File: src/rtl/hsv_core_pkg.sv
// Shared core types used by the commit stage: retirement actions, trap causes
// and the per-unit commit record that each execution unit presents.
package hsv_core_pkg;

    typedef enum logic [2:0] {
        COMMIT_NEXT      = 3'd0,
        COMMIT_JUMP      = 3'd1,
        COMMIT_EXCEPTION = 3'd2,
        COMMIT_WFI       = 3'd3,
        COMMIT_MODE_RET  = 3'd4
    } commit_action_t;

    typedef enum logic [3:0] {
        EXC_INSN_ADDR_MISALIGNED = 4'd0,
        EXC_ILLEGAL_INSN         = 4'd2,
        EXC_BREAKPOINT           = 4'd3,
        EXC_ECALL                = 4'd11,
        EXC_HARDWARE_ERROR       = 4'd15
    } exc_cause_t;

    typedef struct packed {
        logic [31:0] pc;
        logic [4:0]  rd;
    } commit_common_t;

    typedef struct packed {
        commit_common_t common;
        commit_action_t action;
        logic           writeback;
        logic [31:0]    result;
        logic [31:0]    next_pc;
        exc_cause_t     exc_cause;
        logic [31:0]    exc_value;
    } commit_data_t;

endpackage

File: src/rtl/hsv_core_commit_order_fifo.sv
// Program-order FIFO of execution-unit indices feeding the commit selector.
// Push and pop in the same cycle are allowed even when full; flush empties it.
module hsv_core_commit_order_fifo #(
    parameter int DEPTH = 8,
    parameter int W     = 2
) (
    input  logic                     clk_core,
    input  logic                     rst_core,
    input  logic                     push_i,
    input  logic [W-1:0]             push_data_i,
    input  logic                     pop_i,
    input  logic                     flush_i,
    output logic [W-1:0]             head_o,
    output logic [$clog2(DEPTH):0]   count_o,
    output logic                     full_o,
    output logic                     empty_o
);
    localparam int AW = $clog2(DEPTH);

    logic [W-1:0]  mem_q [DEPTH];
    logic [AW-1:0] wr_ptr_q, wr_ptr_d;
    logic [AW-1:0] rd_ptr_q, rd_ptr_d;
    logic [AW:0]   count_q, count_d;
    logic          do_push, do_pop;

    assign empty_o = (count_q == '0);
    assign full_o  = (count_q == (AW+1)'(DEPTH));
    assign count_o = count_q;
    assign head_o  = mem_q[rd_ptr_q];

    assign do_pop  = pop_i && !empty_o;
    assign do_push = push_i && (!full_o || do_pop);

    always_comb begin
        wr_ptr_d = wr_ptr_q;
        rd_ptr_d = rd_ptr_q;
        count_d  = count_q;
        if (flush_i) begin
            wr_ptr_d = '0;
            rd_ptr_d = '0;
            count_d  = '0;
        end else begin
            if (do_push) wr_ptr_d = wr_ptr_q + AW'(1);
            if (do_pop)  rd_ptr_d = rd_ptr_q + AW'(1);
            case ({do_push, do_pop})
                2'b10:   count_d = count_q + (AW+1)'(1);
                2'b01:   count_d = count_q - (AW+1)'(1);
                default: count_d = count_q;
            endcase
        end
    end

    always_ff @(posedge clk_core) begin
        if (rst_core) begin
            wr_ptr_q <= '0;
            rd_ptr_q <= '0;
            count_q  <= '0;
        end else begin
            wr_ptr_q <= wr_ptr_d;
            rd_ptr_q <= rd_ptr_d;
            count_q  <= count_d;
        end
    end

    // Storage needs no reset: entries are only read while count is non-zero.
    always_ff @(posedge clk_core) begin
        if (do_push && !flush_i) mem_q[wr_ptr_q] <= push_data_i;
    end

endmodule

File: src/rtl/hsv_core_commit_sel.sv
// In-order commit selector: retires the head unit's result, drives writeback,
// redirect/trap pulses and the flush handshake. HSV_COMMIT_PERF_EN adds retired_o.
//
// state          | meaning
// ST_RUN         | dispatch and retirement enabled
// ST_FLUSH_ENTER | flush requested, waiting for every unit to ack
// ST_FLUSH_EXIT  | all acked, waiting for every ack to drop
module hsv_core_commit_sel
    import hsv_core_pkg::*;
#(
    parameter int NUM_UNITS   = 4,
    parameter int ORDER_DEPTH = 8
) (
    input  logic                           clk_core,
    input  logic                           rst_core,
    input  logic [$clog2(NUM_UNITS)-1:0]   disp_unit_i,
    input  logic                           disp_valid_i,
    output logic                           disp_ready_o,
    input  commit_data_t [NUM_UNITS-1:0]   unit_data_i,
    input  logic [NUM_UNITS-1:0]           unit_valid_i,
    output logic [NUM_UNITS-1:0]           unit_ready_o,
`ifdef HSV_COMMIT_PERF_EN
    output logic [63:0]                    retired_o,
`endif
    output logic                           wb_en_o,
    output logic [4:0]                     wb_rd_o,
    output logic [31:0]                    wb_data_o,
    output logic                           redirect_o,
    output logic [31:0]                    redirect_pc_o,
    output commit_action_t                 redirect_action_o,
    output exc_cause_t                     exc_cause_o,
    output logic [31:0]                    exc_value_o,
    output logic                           flush_req_o,
    input  logic [NUM_UNITS-1:0]           flush_ack_i
);
    localparam int UW = $clog2(NUM_UNITS);
    localparam int CW = $clog2(ORDER_DEPTH) + 1;

    localparam logic [1:0] ST_RUN         = 2'd0;
    localparam logic [1:0] ST_FLUSH_ENTER = 2'd1;
    localparam logic [1:0] ST_FLUSH_EXIT  = 2'd2;

    logic [1:0]     state_q, state_d;
    logic [UW-1:0]  head_unit;
    logic [CW-1:0]  fifo_count;
    logic           fifo_empty;
    logic           fifo_full_unused;
    logic           run, head_ok, push, retire, is_redirect, flush;
    commit_data_t   head_data;

    logic           wb_en_q, redirect_q;
    logic [4:0]     wb_rd_q;
    logic [31:0]    wb_data_q, redirect_pc_q, exc_value_q;
    commit_action_t redirect_action_q;
    exc_cause_t     exc_cause_q;

    assign run          = (state_q == ST_RUN);
    assign disp_ready_o = run && (fifo_count < CW'(ORDER_DEPTH));
    assign push         = disp_valid_i && disp_ready_o;
    assign head_ok      = run && !fifo_empty;
    assign unit_ready_o = head_ok ? (NUM_UNITS'(1) << head_unit) : '0;
    assign head_data    = unit_data_i[head_unit];
    assign retire       = head_ok && unit_valid_i[head_unit];
    assign is_redirect  = (head_data.action != COMMIT_NEXT);
    assign flush        = retire && is_redirect;
    assign flush_req_o  = (state_q == ST_FLUSH_ENTER);

    hsv_core_commit_order_fifo #(
        .DEPTH (ORDER_DEPTH),
        .W     (UW)
    ) u_order_fifo (
        .clk_core    (clk_core),
        .rst_core    (rst_core),
        .push_i      (push),
        .push_data_i (disp_unit_i),
        .pop_i       (retire),
        .flush_i     (flush),
        .head_o      (head_unit),
        .count_o     (fifo_count),
        .full_o      (fifo_full_unused),
        .empty_o     (fifo_empty)
    );

    always_comb begin
        state_d = state_q;
        case (state_q)
            ST_RUN:         if (flush) state_d = ST_FLUSH_ENTER;
            ST_FLUSH_ENTER: if (&flush_ack_i) state_d = ST_FLUSH_EXIT;
            ST_FLUSH_EXIT:  if (~|flush_ack_i) state_d = ST_RUN;
            default:        state_d = ST_FLUSH_ENTER;
        endcase
    end

    always_ff @(posedge clk_core) begin
        if (rst_core) state_q <= ST_FLUSH_ENTER;
        else          state_q <= state_d;
    end

    always_ff @(posedge clk_core) begin
        if (rst_core) begin
            wb_en_q           <= 1'b0;
            wb_rd_q           <= '0;
            wb_data_q         <= '0;
            redirect_q        <= 1'b0;
            redirect_pc_q     <= '0;
            redirect_action_q <= COMMIT_NEXT;
            exc_cause_q       <= EXC_INSN_ADDR_MISALIGNED;
            exc_value_q       <= '0;
        end else begin
            wb_en_q    <= 1'b0;
            redirect_q <= 1'b0;
            if (retire) begin
                wb_rd_q   <= head_data.common.rd;
                wb_data_q <= head_data.result;
                if (head_data.action == COMMIT_NEXT || head_data.action == COMMIT_JUMP)
                    wb_en_q <= head_data.writeback && (head_data.common.rd != 5'd0);
                if (is_redirect) begin
                    redirect_q        <= 1'b1;
                    redirect_action_q <= head_data.action;
                    // Traps restart at the faulting pc; everything else continues at next_pc.
                    redirect_pc_q     <= (head_data.action == COMMIT_EXCEPTION) ?
                                         head_data.common.pc : head_data.next_pc;
                end
                if (head_data.action == COMMIT_EXCEPTION) begin
                    exc_cause_q <= head_data.exc_cause;
                    exc_value_q <= head_data.exc_value;
                end
            end
        end
    end

    assign wb_en_o           = wb_en_q;
    assign wb_rd_o           = wb_rd_q;
    assign wb_data_o         = wb_data_q;
    assign redirect_o        = redirect_q;
    assign redirect_pc_o     = redirect_pc_q;
    assign redirect_action_o = redirect_action_q;
    assign exc_cause_o       = exc_cause_q;
    assign exc_value_o       = exc_value_q;

`ifdef HSV_COMMIT_PERF_EN
    logic [63:0] retired_q;

    always_ff @(posedge clk_core) begin
        if (rst_core)    retired_q <= '0;
        else if (retire) retired_q <= retired_q + 64'd1;
    end

    assign retired_o = retired_q;
`endif

endmodule
File: config.mk
export PLATFORM = sky130hd
export DESIGN_NAME = hsv_core_commit_sel
export DESIGN_NICKNAME = d
export VERILOG_FILES = /design/src/rtl/hsv_core_pkg.sv /design/src/rtl/hsv_core_commit_order_fifo.sv /design/src/rtl/hsv_core_commit_sel.sv
export SDC_FILE = /design/constraint.sdc
export NUM_CORES = 1
export LEC_CHECK = 0
export BUFFER_PORTS_ARGS = -buffer_cell sky130_fd_sc_hd__buf_2
export CORE_AREA = 2 2 270 272
export CTS_CLUSTER_SIZE = 30
export DETAILED_ROUTE_END_ITERATION = 10
export DIE_AREA = 0 0 272 274
export PLACE_DENSITY = 0.33
export SETUP_SLACK_MARGIN = 0.4
export SYNTH_ARGS = -nofsm -noshare
export SYNTH_HDL_FRONTEND = slang
export SYNTH_SLANG_ARGS = --single-unit
File: constraint.sdc
create_clock -name clk_core -period 5.17 [get_ports clk_core]
set_input_delay 1.034 -clock clk_core [delete_from_list [all_inputs] [get_ports clk_core]]
set_output_delay 1.034 -clock clk_core [all_outputs]
set_load 0.01 [all_outputs]
# Yosys cells after proc, flatten, opt, wreduce, memory -nomap -nowiden
# Memories as Yosys holds them, arrays and structs flattened. A register that Yosys moved wholly into a read port is not among the register bits.
# Cells that the tools add are included.
[word_totals]
regBits = 122
ramBits = 16
word_cells = 76
input_bits = 577
output_inout_bits = 116
n_memories = 1
[mem_list]
columns = ["memory", "words", "word_bits", "rd", "rd_clocked_by_memory_dff", "write_ports", "line_no", "source"]
rows = [
  ["u_order_fifo.mem_q", 8, 2, 1, 1, 1, "hsv_core_commit_order_fifo.sv:20", "logic [W-1:0] mem_q [DEPTH];"],
]
[op_classes]
n_bitwise = 2
shift = 1
n_reduce_logical = 28
n_eq_ne = 10
n_lt_le_gt_ge = 2
n_addsub = 4
mux = 16
[ops]
columns = ["cell", "count"]
rows = [
  ["141-bit binary-select mux with 2-bit select", 1],
  ["141-bit two-way mux", 1],
  ["32-bit two-way mux", 1],
  ["1-bit logical AND", 9],
  ["4-bit case mux with 2 select lines", 1],
  ["3-bit by 1-bit adder with 3-bit output (second input constant)", 2],
  ["2-bit two-way mux", 3],
  ["3-bit two-way mux", 2],
  ["2-bit case mux with 3 select lines", 1],
  ["5-bit nonzero test", 1],
  ["4-bit by 1-bit adder with 4-bit output (second input constant)", 1],
  ["2-bit by 1-bit == test with 1-bit output (second input constant)", 2],
  ["2-bit == test (second input constant)", 2],
  ["4-bit == test (second input constant)", 1],
  ["4-bit zero test", 1],
  ["4-bit < comparator (second input constant)", 1],
  ["1-bit two-way mux", 4],
  ["4-bit two-way mux", 1],
  ["2-bit by 1-bit != test with 1-bit output (second input constant)", 2],
  ["2-bit AND reduction", 2],
  ["4-bit AND reduction", 1],
  ["2-bit OR reduction", 2],
  ["4-bit OR reduction", 1],
  ["1-bit by 2-bit << shifter with 4-bit output (first input constant)", 1],
  ["15 further kinds", 19],
]

# Logic depth before layout (Yosys ltp)
[depth]
ltp_word = 10
mapped_depth = 15
mapped_depth_nobuf = 13

# Cells and area by module
# From an unflattened synthesis, not the netlist that was laid out.
[unflattened]
hier_cells = 859
area_unflattened_um2 = 9743.1
[by_module_without_submodules]
columns = ["mod", "cells_each", "instances", "seq_area_each_um2", "area_per_inst_um2"]
rows = [
  ["hsv_core_commit_sel", 750, 1, 2242.2, 8396.8],
  ["hsv_core_commit_order_fifo", 109, 1, 740.7, 1346.3],
]

# Worst setup path after synthesis
# No wires, ideal clock.
[synth_path]
kind = "reg-to-reg"
start = "reg with a tool-made name"
end = "reg u_order_fifo.count_q[3], in the netlist u_order_fifo.count_o[3]"
n_path_buf = 2
required_time_ns = 5.100
slack_ns = 1.589
stages_incl_launch_ff = 15
t_arrival_ns = 3.511
setup_time_ns = 0.070
period_less_slack_ns = 3.581
cell_sequence = "dfxtp_1 -> mux4_2 -> mux2_4 -> mux2i_1 -> o22ai_1 -> clkbuf_1 -> clkbuf_1 -> nand2_1 -> inv_1 -> ha_1 -> a21o_1 -> a21oi_1 -> a31oi_1 -> a31o_2 -> a21oi_1"
[synth_rtl]
columns = ["element", "line_no", "source"]
rows = [
  ["end signal: assignment", "hsv_core_commit_order_fifo.sv:61", "count_q <= count_d;"],
  ["end: declaration", "hsv_core_commit_order_fifo.sv:23", "logic [AW:0] count_q, count_d;"],
]

==> results.sh <==
export IMPL_status="completed"
export IMPL_ff2ff_setup_slack_ns=1.49
export IMPL_layout_nets=2721
export IMPL_crit_path_end="redirect_pc_o[20]$_SDFFE_PP0P_"
export IMPL_synthCells=1539
export IMPL_portBuffers=692
export IMPL_netlist_cell_type_count=44
export IMPL_htreeDepth=4
export IMPL_drt_total_wl_mm=57.15
export IMPL_syn_nets=2124
export IMPL_crit_type="reg2reg"
export IMPL_p_comb_share_pct=36.0
export IMPL_clockBufferDepth=2
export IMPL_netlist_area_mm2=0.009682
export IMPL_switching_share_pct=40.01
export IMPL_fin_ws_ns=1.494
export IMPL_cts_root_buf="clkbuf_16"
export IMPL_rsz0062_at_grt="no"
export IMPL_vias=13090
export IMPL_clock_latency_ns=0.49
export IMPL_first_global_vias=13250
export IMPL_fillers=8417
export IMPL_peakVddDrop_mv=0.1340
export IMPL_initial_core_util_pct=13.45
export IMPL_ios=693
export IMPL_p_int_mw=2.364
export IMPL_cts_setup_buffers=0
export IMPL_wire_per_inst_um=18.35
export IMPL_max_cap_viol_count=0
export IMPL_drive_above_1_share_pct=36.90
export IMPL_crit_buf_inv=0
export IMPL_yosysSeqAreaShare_pct=30.81
export IMPL_drtPass1Iterations=5
export IMPL_setup_viol=0
export IMPL_ant_nets=0
export IMPL_die_w_um=272
export IMPL_p_per_area_mw_per_mm2=268.5
export IMPL_end_kind="register"
export IMPL_synth_area_per_cell_um2=6.291
export IMPL_crit_top_cell="mux2i_1"
export IMPL_power_leakage_nw=6.952
export IMPL_critPathLaunchType="register"
export IMPL_initialDrtViolationCount=509
export IMPL_r2r_end="redirect_pc_o[20]$_SDFFE_PP0P_"
export IMPL_clkPwrFrac_pct=33.9
export IMPL_die_area_mm2=0.07453
export IMPL_worst_slew_pin_slew_ns=1.279
export IMPL_fin_crit_sh_pct=71.10
export IMPL_fmax_mhz=272.0
export IMPL_seq_power_share_pct=30.1
export IMPL_crit_path_top_delay_cell="o21ai_4"
export IMPL_grt_util_all_layers_pct=14.84
export IMPL_cts_tree="done"
export IMPL_reg2reg_depth=7
export IMPL_die_h_um=274
export IMPL_post_place_ws_ns=1.456
export IMPL_drc=0
export IMPL_slew_headroom_pct=14.38
export IMPL_grt_max_degree=135
export IMPL_hold_viol_final=0
export IMPL_grt_ovfl_total=0
export IMPL_path_delay_family="multiplexers"
export IMPL_routabilityCongestion=0.8724
export IMPL_max_stage_delay_ns=1.03
export IMPL_crit_chain="mux4_2 > mux2_8 > mux2i_1 > mux2i_1 > o21ai_4 > o22ai_1 > nor3_1"
export IMPL_hold_path_class="reg2reg"
export IMPL_ys_ff_latch=141
export IMPL_cts_hold_buffers=0
export IMPL_vias_per_cell=4.202
export IMPL_worstPathArrival_ns=4.09
export IMPL_clk_pin_slew_ns=0.07
export IMPL_min_path_cells=2
export IMPL_grt_pass1_wl_mm=83.36
export IMPL_numCtsBuffers=17
export IMPL_fin_worst_skew_ns=0.02226
export IMPL_period_needed_ns=3.676
export IMPL_cts_repair_resized=0
export IMPL_slew_viol_final=0
export IMPL_yosys_warnings=0
export IMPL_clkSinkCount=141
export IMPL_placed_area_mm2=0.01406
export IMPL_dpl_hpwl_mm=44.02
export IMPL_netSwitchingPower_mw=1.576
export IMPL_seq_area_mm2=0.002983
export IMPL_fp_row_count=99
export IMPL_fin_tns_setup_ns=0
export IMPL_crit_fanout=62
export IMPL_critPathRequiredTime_ns=5.58
export IMPL_core_mm2=0.07197
export IMPL_multi_input_area_mm2=0.006217
export IMPL_syn2layout_area_growth_pct=51.58
export IMPL_path_depth=7
export IMPL_antenna_found_initial=16
export IMPL_stdcell_area_mm2=0.01468
==> synthesized netlist by cell type (all sizes together) <==
master | n | area, um^2
and2 | 2 | 12.51
o22a | 1 | 8.760
nor2 | 25 | 93.84
or4 | 1 | 7.510
a31o | 1 | 8.760
buf | 21 | 125.1
xor2 | 2 | 17.52
nor2b | 2 | 12.51
ha | 7 | 87.58
a21o | 1 | 7.510
nand4 | 2 | 12.51
inv | 5 | 18.77
clkbuf | 111 | 416.7
nand2 | 641 | 2406
a31oi | 39 | 250.2
edfxtp | 16 | 480.5
o22ai | 33 | 206.5
or3 | 2 | 12.51
a21oi | 112 | 571.8
mux4 | 4 | 90.09
a211oi | 1 | 7.510
o41a | 1 | 11.26
mux2 | 5 | 63.81
mux2i | 16 | 163.9
a311oi | 1 | 8.760
o31ai | 1 | 12.51
a22oi | 3 | 22.52
xnor2 | 4 | 35.03
and3 | 37 | 231.5
fa | 1 | 20.02
nor3 | 36 | 180.2
dfxtp | 125 | 2502
nand3 | 272 | 1511
nor4 | 2 | 27.53
o21ai | 1 | 5.000
nand2b | 5 | 31.28
==> sequential cells by signal (all words and copies together), names as in the netlist, named ones only <==
name,count
u_order_fifo.count_o,4
u_order_fifo.rd_ptr_q,3
exc_cause_o,4
wb_rd_o,5
state_q,2
u_order_fifo.wr_ptr_q,3
redirect_pc_o,32
wb_data_o,32
u_order_fifo.mem_q,16
redirect_action_o,3
redirect_o,1
exc_value_o,32
wb_en_o,1
==> final cells by class <==
class	instances	share of cell area, %
antenna	7	0.1194
clock buffer	17	2.899
clock inverter	15	1.194
inverter	5	0.1279
multi-input combinational	1261	42.37
sequential	141	20.33
tap	959	8.176
timing repair buffer	710	24.79
==> worst min-delay path by stage <==
| stage | start | end | slack (ns) |
|---|---|---|---|
| 3_3_place_gp | exc_value_o[11]$_SDFFE_PP0P_ | exc_value_o[11]$_SDFFE_PP0P_ | 0.44 |
| 5_1_grt | wb_data_o[6]$_SDFFE_PP0N_ | wb_data_o[6]$_SDFFE_PP0N_ | 0.47 |
| 4_1_cts | wb_rd_o[0]$_SDFFE_PP0N_ | wb_rd_o[0]$_SDFFE_PP0N_ | 0.46 |
| 3_5_place_dp | exc_value_o[7]$_SDFFE_PP0P_ | exc_value_o[7]$_SDFFE_PP0P_ | 0.44 |
| 2_1_floorplan | u_order_fifo.rd_ptr_q[1]$_SDFFE_PP0P_ | register | 0.45 |
| 6_report | exc_value_o[7]$_SDFFE_PP0P_ | exc_value_o[7]$_SDFFE_PP0P_ | 0.45 |
==> worst reg2reg max path, cell delays in order, from the launching register on <==
cell	delay, ns
dfxtp_1	0.48
mux4_2	0.61
mux2_8	0.49
mux2i_1	0.29
mux2i_1	0.27
o21ai_4	1.03
o22ai_1	0.28
nor3_1	0.18
==> metrics by stage <==
stage	total power, mW	hold slack (ns)	util (%)	cells
2_1_floorplan	2.059	0.4541	-	1539
3_3_place_gp	2.662	0.4419	19.53	3076
3_5_place_dp	2.653	0.4445	19.53	3076
4_1_cts	4.052	0.4551	20.37	3108
5_1_grt	4.227	0.4738	20.39	3115
6_report	3.940	0.4517	20.39	3115
==> power groups by stage <==
stage / logic [mW] / registers, mW / clock network (mW)
floorplan: 0.842 / 1.22 / 0
global route: 1.59 / 1.19 / 1.44
CTS: 1.45 / 1.19 / 1.42
global placement: 1.45 / 1.21 / 0
finish: 1.42 / 1.19 / 1.33
detailed placement: 1.44 / 1.21 / 0
==> cell families after synthesis <==
group / synth area share, %
AND/OR/NAND/NOR: 46.89
buffers and inverters: 5.790
adder cells (fa/ha/maj): 1.111
flip-flops: 30.81
AO/OA/AOI/OAI: 11.58
multiplexers: 3.282
XOR/XNOR: 0.5428
==> routing by layer <==
layer  vias up  wire (um)  global-route usage [%]
li1       6408          -                       -
met1      6150      23500                   17.33
met2       465      29180                   26.83
met3        54       3442                   3.520
met4        12        953                   4.265
met5         -         71                       0
==> cell usage in the layout (no fill, tap or decap), types with 30 or more instances in the layout <==
cell / n
buf_2: 691
nand2_1: 641
nand3_1: 242
dfxtp_1: 125
a21oi_1: 109
a31oi_1: 38
and3_1: 37
nor3_1: 36
o22ai_1: 32
nand3_2: 30
Power figures use the tool's default switching activity.
